File: src/rtl/spdif_rx_lock_ctrl_pkg.sv
// Shared constants for the S/PDIF receive lock controller: preamble codes, subframe
// bit positions, block geometry and the lock state encoding.
package spdif_pkg;

  localparam logic [1:0] SYNC_ERR = 2'd0;
  localparam logic [1:0] SYNC_B   = 2'd1;
  localparam logic [1:0] SYNC_M   = 2'd2;
  localparam logic [1:0] SYNC_W   = 2'd3;

  localparam int FRAMES_PER_BLOCK = 192;
  localparam int CS_BITS          = 32;

  localparam int AUD_MSB = 23;
  localparam int V_BIT   = 24;
  localparam int U_BIT   = 25;
  localparam int C_BIT   = 26;
  localparam int P_BIT   = 27;

  typedef enum logic [1:0] {
    ST_UNLOCKED = 2'd0,
    ST_SEEK     = 2'd1,
    ST_LOCKED   = 2'd2
  } lock_state_e;

  // Frame index that the next left subframe will carry, wrapping at the block end.
  function automatic logic [7:0] next_frame_idx(input logic [7:0] idx);
    return (idx == 8'(FRAMES_PER_BLOCK - 1)) ? 8'd0 : idx + 8'd1;
  endfunction

endpackage

File: src/rtl/spdif_rx_lock_ctrl_cs_capture.sv
// Tracks the frame index within a 192-frame block and collects channel-status bits
// 0..31; publishes them only when the whole block so far was received while locked.
module spdif_cs_capture
  import spdif_pkg::*;
(
  input  logic        clk,
  input  logic        rst,
  input  logic        left_stb_i,
  input  logic        is_b_i,
  input  logic        wr_c_i,
  input  logic        c_bit_i,
  input  logic        block_ok_i,
  input  logic        clear_i,
  output logic [7:0]  frame_idx_o,
  output logic [31:0] cs_word_o,
  output logic        cs_valid_o
);

  logic [7:0]  frame_idx_q, frame_idx_d, idx_new;
  logic [31:0] shadow_q, shadow_d;
  logic [31:0] cs_word_q, cs_word_d;
  logic        cs_valid_q, cs_valid_d;
  logic        in_cs_window;

  always_comb begin
    idx_new      = is_b_i ? 8'd0 : next_frame_idx(frame_idx_q);
    in_cs_window = idx_new < 8'(CS_BITS);
    frame_idx_d  = left_stb_i ? idx_new : frame_idx_q;
    shadow_d     = shadow_q;
    cs_word_d    = cs_word_q;
    cs_valid_d   = 1'b0;
    if (clear_i) begin
      shadow_d = '0;
    end else if (left_stb_i && wr_c_i && in_cs_window) begin
      // Bits are placed by frame index so a dropped frame cannot skew later bits.
      shadow_d[idx_new[4:0]] = c_bit_i;
      if (block_ok_i && (idx_new == 8'(CS_BITS - 1))) begin
        cs_word_d  = shadow_d;
        cs_valid_d = 1'b1;
      end
    end
  end

  always_ff @(posedge clk) begin
    if (rst) begin
      frame_idx_q <= '0;
      shadow_q    <= '0;
      cs_word_q   <= '0;
      cs_valid_q  <= 1'b0;
    end else begin
      frame_idx_q <= frame_idx_d;
      shadow_q    <= shadow_d;
      cs_word_q   <= cs_word_d;
      cs_valid_q  <= cs_valid_d;
    end
  end

  assign frame_idx_o = frame_idx_q;
  assign cs_word_o   = cs_word_q;
  assign cs_valid_o  = cs_valid_q;

endmodule

File: src/rtl/spdif_rx_lock_ctrl.sv
// Lock/sequence controller behind the S/PDIF subframe decoder: checks preamble order and
// block alignment, decides lock and mute, and measures the frame period.
module spdif_rx_lock_ctrl
  import spdif_pkg::*;
#(
  parameter int LOCK_FRAMES = 4,
  parameter int ERR_LIMIT   = 8,
  parameter int TIMEOUT_CYC = 4095,
  parameter int PER_W       = 16
) (
  input  logic             clk,
  input  logic             rst,
  input  logic             sf_valid,
  input  logic [1:0]       sf_sync,
  input  logic             sf_parity_ok,
  input  logic [27:0]      sf_data,
  output logic             locked,
  output logic             mute,
  output logic             block_start,
  output logic [31:0]      cs_word,
  output logic             cs_valid,
  output logic [PER_W-1:0] frame_period,
  output logic [7:0]       err_count
);

  localparam int GF_W = $clog2(LOCK_FRAMES + 1);
  localparam int BR_W = $clog2(ERR_LIMIT + 1);
  localparam int ID_W = $clog2(TIMEOUT_CYC + 1);

  lock_state_e      state_q, state_d;
  logic [GF_W-1:0]  good_frames_q, good_frames_d;
  logic [BR_W-1:0]  bad_run_q, bad_run_d;
  logic [ID_W-1:0]  idle_q, idle_d;
  logic [PER_W-1:0] per_cnt_q, per_cnt_d;
  logic [PER_W-1:0] frame_period_q, frame_period_d;
  logic [7:0]       err_count_q, err_count_d;
  logic             expect_w_q, expect_w_d;
  logic             block_ok_q, block_ok_d;
  logic             locked_q, locked_d;
  logic             mute_q, mute_d;
  logic             block_start_q, block_start_d;

  logic       is_b, is_m, is_w, is_left;
  logic       ord_ok, good, bad, pos_break, timeout;
  logic [7:0] frame_idx, nidx;
  logic       left_stb, wr_c, good_left, leave_locked;
  logic       unused_data;

  // Only the C bit matters here; audio, V, U and P pass straight to the sink.
  assign unused_data = ^{sf_data[P_BIT], sf_data[U_BIT], sf_data[V_BIT], sf_data[AUD_MSB:0]};

  always_comb begin
    is_b      = (sf_sync == SYNC_B);
    is_m      = (sf_sync == SYNC_M);
    is_w      = (sf_sync == SYNC_W);
    is_left   = is_b || is_m;
    nidx      = next_frame_idx(frame_idx);
    ord_ok    = 1'b0;
    if (is_w)      ord_ok = expect_w_q;
    else if (is_b) ord_ok = !expect_w_q && (nidx == 8'd0);
    else if (is_m) ord_ok = !expect_w_q && (nidx != 8'd0);
    good      = sf_valid && sf_parity_ok && ord_ok;
    bad       = sf_valid && !good;
    pos_break = sf_valid && ((is_b && (nidx != 8'd0)) || (is_m && (nidx == 8'd0)));
    timeout   = !sf_valid && (idle_q == ID_W'(TIMEOUT_CYC));
  end

  always_comb begin
    state_d       = state_q;
    good_frames_d = good_frames_q;
    bad_run_d     = bad_run_q;
    err_count_d   = err_count_q;
    expect_w_d    = expect_w_q;
    block_ok_d    = block_ok_q;
    block_start_d = 1'b0;
    left_stb      = 1'b0;
    wr_c          = 1'b0;
    good_left     = 1'b0;
    leave_locked  = 1'b0;
    case (state_q)
      ST_UNLOCKED: begin
        if (sf_valid && is_b && sf_parity_ok) begin
          state_d       = ST_SEEK;
          good_frames_d = '0;
          expect_w_d    = 1'b1;
          left_stb      = 1'b1;
          wr_c          = 1'b1;
          good_left     = 1'b1;
        end
      end
      ST_SEEK: begin
        if (good) begin
          if (is_w) begin
            expect_w_d    = 1'b0;
            good_frames_d = good_frames_q + GF_W'(1);
            if (good_frames_d == GF_W'(LOCK_FRAMES)) state_d = ST_LOCKED;
          end else begin
            expect_w_d = 1'b1;
            left_stb   = 1'b1;
            wr_c       = 1'b1;
            good_left  = 1'b1;
          end
        end else if (bad) begin
          state_d = ST_UNLOCKED;
        end
      end
      ST_LOCKED: begin
        if (sf_valid) begin
          // A valid preamble keeps the position even when parity fails, so one bad
          // subframe costs one error rather than a cascade of order errors.
          if (is_left) begin
            expect_w_d = 1'b1;
            left_stb   = 1'b1;
          end else if (is_w) begin
            expect_w_d = 1'b0;
          end
          if (good) begin
            bad_run_d = '0;
            if (is_left) begin
              wr_c      = 1'b1;
              good_left = 1'b1;
            end
            if (is_b) begin
              block_start_d = 1'b1;
              block_ok_d    = 1'b1;
            end
          end else begin
            if (bad_run_q != BR_W'(ERR_LIMIT)) bad_run_d = bad_run_q + BR_W'(1);
            if (err_count_q != 8'hFF) err_count_d = err_count_q + 8'd1;
            if (bad_run_d == BR_W'(ERR_LIMIT)) state_d = ST_UNLOCKED;
          end
          if (pos_break) state_d = ST_UNLOCKED;
        end
      end
      default: state_d = ST_UNLOCKED;
    endcase
    if (timeout) state_d = ST_UNLOCKED;
    leave_locked = (state_q == ST_LOCKED) && (state_d != ST_LOCKED);
    if (leave_locked) begin
      bad_run_d     = '0;
      block_ok_d    = 1'b0;
      block_start_d = 1'b0;
    end
    locked_d = (state_d == ST_LOCKED);
    mute_d   = !locked_d || (bad_run_d != '0);
  end

  always_comb begin
    idle_d = '0;
    if (!sf_valid) idle_d = (idle_q == ID_W'(TIMEOUT_CYC)) ? idle_q : idle_q + ID_W'(1);
    per_cnt_d      = (per_cnt_q == '1) ? per_cnt_q : per_cnt_q + PER_W'(1);
    frame_period_d = frame_period_q;
    if (good_left) begin
      per_cnt_d      = PER_W'(1);
      frame_period_d = per_cnt_q;
    end
  end

  always_ff @(posedge clk) begin
    if (rst) begin
      state_q        <= ST_UNLOCKED;
      good_frames_q  <= '0;
      bad_run_q      <= '0;
      idle_q         <= '0;
      per_cnt_q      <= '0;
      frame_period_q <= '0;
      err_count_q    <= '0;
      expect_w_q     <= 1'b0;
      block_ok_q     <= 1'b0;
      locked_q       <= 1'b0;
      mute_q         <= 1'b1;
      block_start_q  <= 1'b0;
    end else begin
      state_q        <= state_d;
      good_frames_q  <= good_frames_d;
      bad_run_q      <= bad_run_d;
      idle_q         <= idle_d;
      per_cnt_q      <= per_cnt_d;
      frame_period_q <= frame_period_d;
      err_count_q    <= err_count_d;
      expect_w_q     <= expect_w_d;
      block_ok_q     <= block_ok_d;
      locked_q       <= locked_d;
      mute_q         <= mute_d;
      block_start_q  <= block_start_d;
    end
  end

  spdif_cs_capture u_cs_capture (
    .clk         (clk),
    .rst         (rst),
    .left_stb_i  (left_stb),
    .is_b_i      (is_b),
    .wr_c_i      (wr_c),
    .c_bit_i     (sf_data[C_BIT]),
    .block_ok_i  (block_ok_q),
    .clear_i     (leave_locked),
    .frame_idx_o (frame_idx),
    .cs_word_o   (cs_word),
    .cs_valid_o  (cs_valid)
  );

  assign locked       = locked_q;
  assign mute         = mute_q;
  assign block_start  = block_start_q;
  assign frame_period = frame_period_q;
  assign err_count    = err_count_q;

endmodule

File: config.mk
export PLATFORM = sky130hd
export DESIGN_NAME = spdif_rx_lock_ctrl
export DESIGN_NICKNAME = d
export VERILOG_FILES = /design/src/rtl/spdif_rx_lock_ctrl_pkg.sv /design/src/rtl/spdif_rx_lock_ctrl_cs_capture.sv /design/src/rtl/spdif_rx_lock_ctrl.sv
export SDC_FILE = /design/constraint.sdc
export NUM_CORES = 1
export LEC_CHECK = 0
export ABC_CLOCK_PERIOD_IN_PS = 4000
export BUFFER_PORTS_ARGS = -buffer_cell sky130_fd_sc_hd__buf_2
export CELL_PAD_IN_SITES_DETAIL_PLACEMENT = 1
export CELL_PAD_IN_SITES_GLOBAL_PLACEMENT = 2
export CORE_AREA = 2 2 151 153
export DETAILED_ROUTE_END_ITERATION = 7
export DIE_AREA = 0 0 153 155
export PLACE_DENSITY = 0.75
export SYNTH_ARGS = -nofsm -noshare
export SYNTH_HDL_FRONTEND = slang
export SYNTH_SLANG_ARGS = --single-unit
File: constraint.sdc
create_clock -name clk -period 4 [get_ports clk]
set_clock_uncertainty 0.1 [all_clocks]
set_input_delay 1 -clock clk [delete_from_list [all_inputs] [get_ports clk]]
set_output_delay 1 -clock clk [all_outputs]
set_load 0.02 [all_outputs]
==> flow_summary.toml, run 1 <==
[timing]
setup_tns_ns = 0
period_minus_slack_ns = 3.51
timing_hold_violations_final = 0
unrepaired_setup_endpoints_after_global_routing = "false"
achievable-frequency_mhz = 285
worst-slew-pin-transition_ns = 0.869
worst_slew_margin_rel_pct = 42.0
drv_slew = 0
setup_viol = 0
finalCritPeriodShare_pct = 87.6
fin_ws_ns = 0.494

[worst_setup_path]
reg2reg_setup_slack_ns = 0.49
worstPathArrival_ns = 3.72
reg2reg_end = "u_cs_capture.cs_word_o[22]"
ff2ff_path_depth = 10
critical_path.max_fanout = 30
crit_path_start_kind = "register"
setup.worst_path.end_class = "register"
critical_path_required_ns = 4.21
worst_setup_path_category = "reg2reg"
crit-reg2reg-launch = "u_cs_capture.frame_idx_o[0]"

[power]
total_switching_power_mw = 0.765
power.combinational.fraction_pct = 4.2
cellInternalPower_mw = 2.31
power_density_mw_per_mm2 = 346
swShare_pct = 24.9
cell_leakage_power_nw = 3.49
share_clk_of_total_power_pct = 50.7
ir_worst_vdd_v = 0.000253
power.sequential.fraction_pct = 45.1

[yosys]
synth-edff-count = 0
ys_ff_latch = 138
synth_ff_type = "sky130_fd_sc_hd__dfxtp_1"
synth.top_cell.area_share_pct = 36.5
cell_taking_the_most_area_after_synthesis = "sky130_fd_sc_hd__dfxtp_1"
ys_warn_count = 0
postSynthNetCount = 945
ys_top_cells_by_area = "sky130_fd_sc_hd__dfxtp_1 (36%), sky130_fd_sc_hd__mux2_4 (5.8%), sky130_fd_sc_hd__nand2_1 (5.5%)"
postSynthCellCount = 894
netlist_area_mm2 = 0.00757
ys_async_sr_fraction_pct = 0
synth_cell_type_count = 74
postSynthAreaPerCell_um2 = 8.47
yosysSeqAreaShare_pct = 36.5

[route]
remaining_drc_errors = 0
drt-pass1-iter-count = 5
first_iter_violations = 222
wl_per_instance_um = 16.5
antenna_left = 0
route.detailed.vias_per_inst = 5.30
route.vias.total = 6589
drt_wirelength_mm = 20.5

[clock_tree]
cts_buffers = 17
clock-root-buffer = "sky130_fd_sc_hd__clkbuf_16"
post-cts-setup-buffer-count = 0
cts_max_level = 4
cts.clk_slew.worst_paths_ns = 0.06
ctsLongestPathBuffers = 2
post_cts.resized_instances = 0
clock_insertion_delay_worst_skew_ns = 0.42
cts_tree = "built"
numClockSinks = 138
cts-hold-fix-buffers = 0

[grt]
grt_pass1_vias = 6887
groute.usage.overall_pct = 17.9
grt_pass1_wl_mm = 35.1
globalRoute.totalOverflow = 0
antenna_found_initial = 0
largest_net_degree_at_the_start_of_global_routing = 59

[die]
fp.dieH_um = 155
floorplan.die_area_mm2 = 0.0237
floorplan.io_pins = 94
core_area_mm2 = 0.0222
floorplan.initialDensity_pct = 34.1
die-width_um = 153
row_count = 55

[placed_design]
port_buffers = 66
dp.final_hpwl_mm = 13.7
dp_worst_setup_slack_ns = 0.201
gpl.final_weighted_congestion = 0.753
placedCellCount = 1212

[cells_and_area]
final_cells = 1244
final_nets = 997
drive_above_1_share_pct = 20.3
antennaDiodeCount = 0
syn_to_final_growth_pct = 17.2
final_common_cell = "sky130_fd_sc_hd__dfxtp_1"
post_route_utilization_pct = 39.9
mostFrequentLayoutCells = "sky130_fd_sc_hd__dfxtp_1 (138), sky130_fd_sc_hd__nand2_1 (110), sky130_fd_sc_hd__nor2_1 (106), sky130_fd_sc_hd__buf_2 (65), sky130_fd_sc_hd__a21oi_1 (50)"

[worst_hold_path]
hp-start = "frame_period[11]"
hold_path.class = "reg2reg"
holdPathEnd = "frame_period[11]"
worst_hold_path.num_cells = 2

[job]
drv.max_cap_violation_count = 0

[outcome]
status = "complete, no violations"
## through the flow
step           instance area, µm²  hold slack [ns]  total power, mW
2_1_floorplan                7570            0.330             1.50
3_3_place_gp                 8310            0.340             1.55
3_5_place_dp                 8310            0.349             1.55
4_1_cts                      8880            0.360             3.12
5_1_grt                      8880            0.388             3.19
6_report                     8880            0.356             3.08
## final cells by class
class / count / area (µm²)
well taps: 285 / 357
fillers: 2632 / 13400
repair buffers: 100 / 638
clock buffers: 19 / 453
flip-flops and latches: 138 / 2760
multi-input cells: 671 / 4480
clock inverters: 13 / 118
inverters: 18 / 67.6
## synth_stat cells (all sizes together), types with 9 or more instances
library cell  count
a2111oi          18
a211oi           23
a21oi            52
a31oi            11
and2              9
buf              16
clkbuf           51
dfxtp           138
ha               17
inv              18
mux2             30
mux2i            31
nand2           110
nand2b           13
nand3            31
nand4            26
nor2            106
nor2b            36
nor3             16
o21ai            23
o31ai            13
xnor2            13
xor2             16
## critical path, cell delays in order (launching register included)
cell and delay, ns:
sky130_fd_sc_hd__dfxtp_1 0.41, sky130_fd_sc_hd__ha_1 0.32, sky130_fd_sc_hd__buf_4 0.20, sky130_fd_sc_hd__a211o_1 0.31
sky130_fd_sc_hd__or4_4 0.54, sky130_fd_sc_hd__o2111a_1 0.19, sky130_fd_sc_hd__a21oi_2 0.27, sky130_fd_sc_hd__a21o_1 0.29
sky130_fd_sc_hd__a41oi_4 0.17, sky130_fd_sc_hd__buf_12 0.21, sky130_fd_sc_hd__mux2_4 0.33
## registers in the layout (all words and copies together), names as in the netlist, 2 cells and up
| signal | flops |
|---|---|
| bad_run_q | 4 |
| err_count | 8 |
| frame_period | 16 |
| good_frames_q | 3 |
| idle_q | 12 |
| per_cnt_q | 16 |
| state_q | 2 |
| u_cs_capture.cs_word_o | 32 |
| u_cs_capture.frame_idx_o | 8 |
| u_cs_capture.shadow_q | 31 |
## cell families after synthesis
kind of cell	share of synthesized area (%)
AO/OA/AOI/OAI	18.3
XOR/XNOR	3.35
adder cells (fa/ha/maj)	2.81
buffers and inverters	4.81
flip-flops	36.5
multiplexers	10.0
AND/OR/NAND/NOR	24.3
## worst max path at each step
stage                                      from                         end  cells past startpoint
global route                       bad_run_q[0]    u_cs_capture.shadow_q[3]                     12
floorplan                            sf_sync[0]   u_cs_capture.cs_word_o[0]                     10
global placement                     sf_sync[1]   u_cs_capture.cs_word_o[0]                     11
detailed placement                   sf_sync[1]   u_cs_capture.cs_word_o[5]                     11
CTS                 u_cs_capture.frame_idx_o[0]   u_cs_capture.cs_word_o[5]                     10
finish              u_cs_capture.frame_idx_o[0]  u_cs_capture.cs_word_o[22]                     10
## power groups by stage
stage	Clock, mW	Sequential (mW)	Combinational, mW
after floorplan	0	1.42	0.0885
after global placement	0	1.42	0.130
after detailed placement	0	1.42	0.132
after CTS	1.60	1.39	0.133
after global routing	1.66	1.39	0.145
final	1.56	1.39	0.130
## routing by layer
layer  GRT usage [%]  wire length, µm
met1            22.8             9810
met2            31.2             9960
met3            3.48              547
met4            4.63              177
met5               0                0
(Power assumes the default switching activity.)
==> run 2, diff against run 1 <==
--- a/config.mk
+++ b/config.mk
@@ -5,14 +5,14 @@
 export SDC_FILE = /design/constraint.sdc
 export NUM_CORES = 1
 export LEC_CHECK = 0
-export ABC_CLOCK_PERIOD_IN_PS = 4000
+export ABC_CLOCK_PERIOD_IN_PS = 4400
 export BUFFER_PORTS_ARGS = -buffer_cell sky130_fd_sc_hd__buf_2
 export CELL_PAD_IN_SITES_DETAIL_PLACEMENT = 1
 export CELL_PAD_IN_SITES_GLOBAL_PLACEMENT = 2
-export CORE_AREA = 2 2 151 153
+export CORE_AREA = 2 2 145 147
 export DETAILED_ROUTE_END_ITERATION = 7
-export DIE_AREA = 0 0 153 155
-export PLACE_DENSITY = 0.75
+export DIE_AREA = 0 0 147 149
+export PLACE_DENSITY = 0.81
 export SYNTH_ARGS = -nofsm -noshare
 export SYNTH_HDL_FRONTEND = slang
 export SYNTH_SLANG_ARGS = --single-unit
==> constraint.sdc (replaced) <==
create_clock -name clk -period 4.4 [get_ports clk]
set_clock_uncertainty 0.1 [all_clocks]
set_input_delay 1.1 -clock clk [delete_from_list [all_inputs] [get_ports clk]]
set_output_delay 1.1 -clock clk [all_outputs]
set_load 0.02 [all_outputs]
==> run 2 against run 1 <==
  * First-iteration DRC count increased by 15%
  * Count of clock-buffer cells in the layout decreased by 1
  * Sequential share of layout area increased by 0.18 points
  * Sequential power decreased by 9%
  * Routed wire length decreased by 2.7%
  * Critical path type unchanged
  * Highest routed layer unchanged
==> flow_summary.toml, run 2 (synthesized netlist as in run 1, its figures left out) <==
[worst_setup_path]
critical_path_depth = 9
critical-path-top-delay-family = "compound AO/OA/AOI/OAI gates"
crit_path_start_kind = "register"
cp-startpoint = "u_cs_capture.frame_idx_o[1]"
reg2reg_end = "u_cs_capture.cs_word_o[29]"
critical_path.max_fanout = 30
worstPathBufferInverterCount = 1
critical-path-slowest-cell = "sky130_fd_sc_hd__or4_4"
crit-reg2reg-launch = "u_cs_capture.frame_idx_o[1]"
reg2reg_setup_slack_ns = 0.57
critical_path_required_ns = 4.61
worst_setup_path_category = "reg2reg"
cp_slowest_stage_delay_ns = 0.59
setup.worst_path.end_class = "register"
worstPathArrival_ns = 4.03
ff2ff_path_depth = 9
setup.worst_path.end = "u_cs_capture.cs_word_o[29]"
timing.critical_path.cells = "ha_1 -> a41oi_1 -> or4_4 -> o2111a_1 -> a21oi_2 -> o21ai_1 -> a41oi_4 -> buf_4 -> mux2_4"

[cells_and_area]
final_nets = 988
drive_above_1_share_pct = 19.6
flip_flop_count_of_the_largest_register_after_layout = 32
finalInstanceArea_mm2 = 0.00883
syn_to_final_growth_pct = 16.6
final_common_cell = "sky130_fd_sc_hd__dfxtp_1"
mostFrequentLayoutCells = "sky130_fd_sc_hd__dfxtp_1 (138), sky130_fd_sc_hd__nand2_1 (110), sky130_fd_sc_hd__nor2_1 (106), sky130_fd_sc_hd__buf_2 (65), sky130_fd_sc_hd__a21oi_1 (50)"
antennaDiodeCount = 0
post_route_utilization_pct = 42.9

[power]
power.combinational.fraction_pct = 4.0
cellInternalPower_mw = 2.16
share_clk_of_total_power_pct = 52.4
ir_worst_vdd_v = 0.000277
power.sequential.fraction_pct = 43.6
swShare_pct = 25.1
power_density_mw_per_mm2 = 328
cell_leakage_power_nw = 3.46
total_switching_power_mw = 0.726

[placed_design]
dp_worst_setup_slack_ns = 0.289
gpl.final_weighted_congestion = 0.814
dp.final_hpwl_mm = 13.1
post_dp_cell_area_mm2 = 0.00821
port_buffers = 66

[worst_hold_path]
hold_path.class = "reg2reg"

[timing]
timing_hold_violations_final = 0
worst-slew-pin-transition_ns = 0.869
drv_slew = 0
worst_slew_margin_rel_pct = 42.1
achievable-frequency_mhz = 261
period_minus_slack_ns = 3.83
hold_ws_ns = 0.349
setup_tns_ns = 0
fin_ws_ns = 0.573
setup_viol = 0
unrepaired_setup_endpoints_after_global_routing = "false"
finalCritPeriodShare_pct = 87.0

[clock_tree]
post-cts-setup-buffer-count = 0
clock-root-buffer = "sky130_fd_sc_hd__clkbuf_16"
clock_insertion_delay_worst_skew_ns = 0.43
numClockSinks = 138
ctsLongestPathBuffers = 2
cts_buffers = 17
post_cts.resized_instances = 0
cts.clk_slew.worst_paths_ns = 0.06
cts_tree = "built"
cts_max_level = 4
cts-hold-fix-buffers = 0

[die]
floorplan.die_area_mm2 = 0.0219
floorplan.initialDensity_pct = 36.8
core_area_mm2 = 0.0206
die-width_um = 147
fp.dieH_um = 149
floorplan.io_pins = 94
row_count = 53

[job]
drv.max_cap_violation_count = 0

[route]
route.detailed.vias_per_inst = 5.32
drt-pass1-iter-count = 4
wl_per_instance_um = 16.3
antenna_left = 0
first_iter_violations = 256
drt_wirelength_mm = 20.0
remaining_drc_errors = 0
route.vias.total = 6523

[outcome]
status = "complete, no violations"

[grt]
antenna_found_initial = 0
grt_pass1_wl_mm = 33.7
grt_pass1_vias = 6672
groute.usage.overall_pct = 18.7
largest_net_degree_at_the_start_of_global_routing = 54
globalRoute.totalOverflow = 0
==> run 2: changes by cell type in the layout (fill, tap and decap cells not counted) <==
cell,before,now
sky130_fd_sc_hd__inv_6,3,6
sky130_fd_sc_hd__bufinv_16,1,2
sky130_fd_sc_hd__buf_12,4,3
sky130_fd_sc_hd__clkbuf_8,2,1
sky130_fd_sc_hd__buf_4,31,23
sky130_fd_sc_hd__inv_8,0,4
sky130_fd_sc_hd__clkinv_2,4,0
sky130_fd_sc_hd__clkinv_4,3,0
==> run 2: cell type report <==
type	count	area [µm²]
Tap cell	275	344
Inverter	18	67.6
Clock inverter	14	173
Timing Repair Buffer	91	558
Sequential cell	138	2760
Fill cell	2471	11700
Multi-Input combinational cell	671	4480
Clock buffer	18	439
==> run 2: tightest hold or removal path: stages (launching register included) <==
cell                      delay [ns]
sky130_fd_sc_hd__dfxtp_1        0.30
sky130_fd_sc_hd__nand2_1        0.05
sky130_fd_sc_hd__a21oi_1        0.05
==> run 2: power by group through the flow <==
stage | sequential, mW | clock [mW] | combinational (mW)
finish | 1.26 | 1.51 | 0.117
global route | 1.26 | 1.60 | 0.130
CTS | 1.26 | 1.54 | 0.118
detailed placement | 1.29 | 0 | 0.117
global placement | 1.29 | 0 | 0.116
floorplan | 1.29 | 0 | 0.0804
==> run 2: worst min-delay path by stage <==
stage / slack (ns) / end / from / depth (start not counted)
final: 0.35 / frame_period[5] / frame_period[5] / 2
after global routing: 0.37 / frame_period[10] / frame_period[10] / 2
after CTS: 0.35 / frame_period[5] / frame_period[5] / 2
after detailed placement: 0.34 / frame_period[5] / frame_period[5] / 2
after global placement: 0.34 / frame_period[2] / frame_period[2] / 2
after floorplan: 0.33 / u_cs_capture.cs_valid_o / block_ok_q / 2
==> run 2: per-stage QoR <==
| stage | std cells | power (mW) |
|---|---|---|
| final | 1225 | 2.89 |
| after global routing | 1225 | 2.99 |
| after global placement | 1193 | 1.40 |
| after floorplan | 894 | 1.37 |
| after CTS | 1225 | 2.92 |
| after detailed placement | 1193 | 1.41 |
==> run 2: per-layer routing <==
layer	track usage, %	routed length (µm)	vias to the layer above
li1	-	-	3275
met1	24.0	9530	3163
met2	32.3	9670	73
met3	3.82	534	12
met4	4.86	215	0
met5	0	0	-
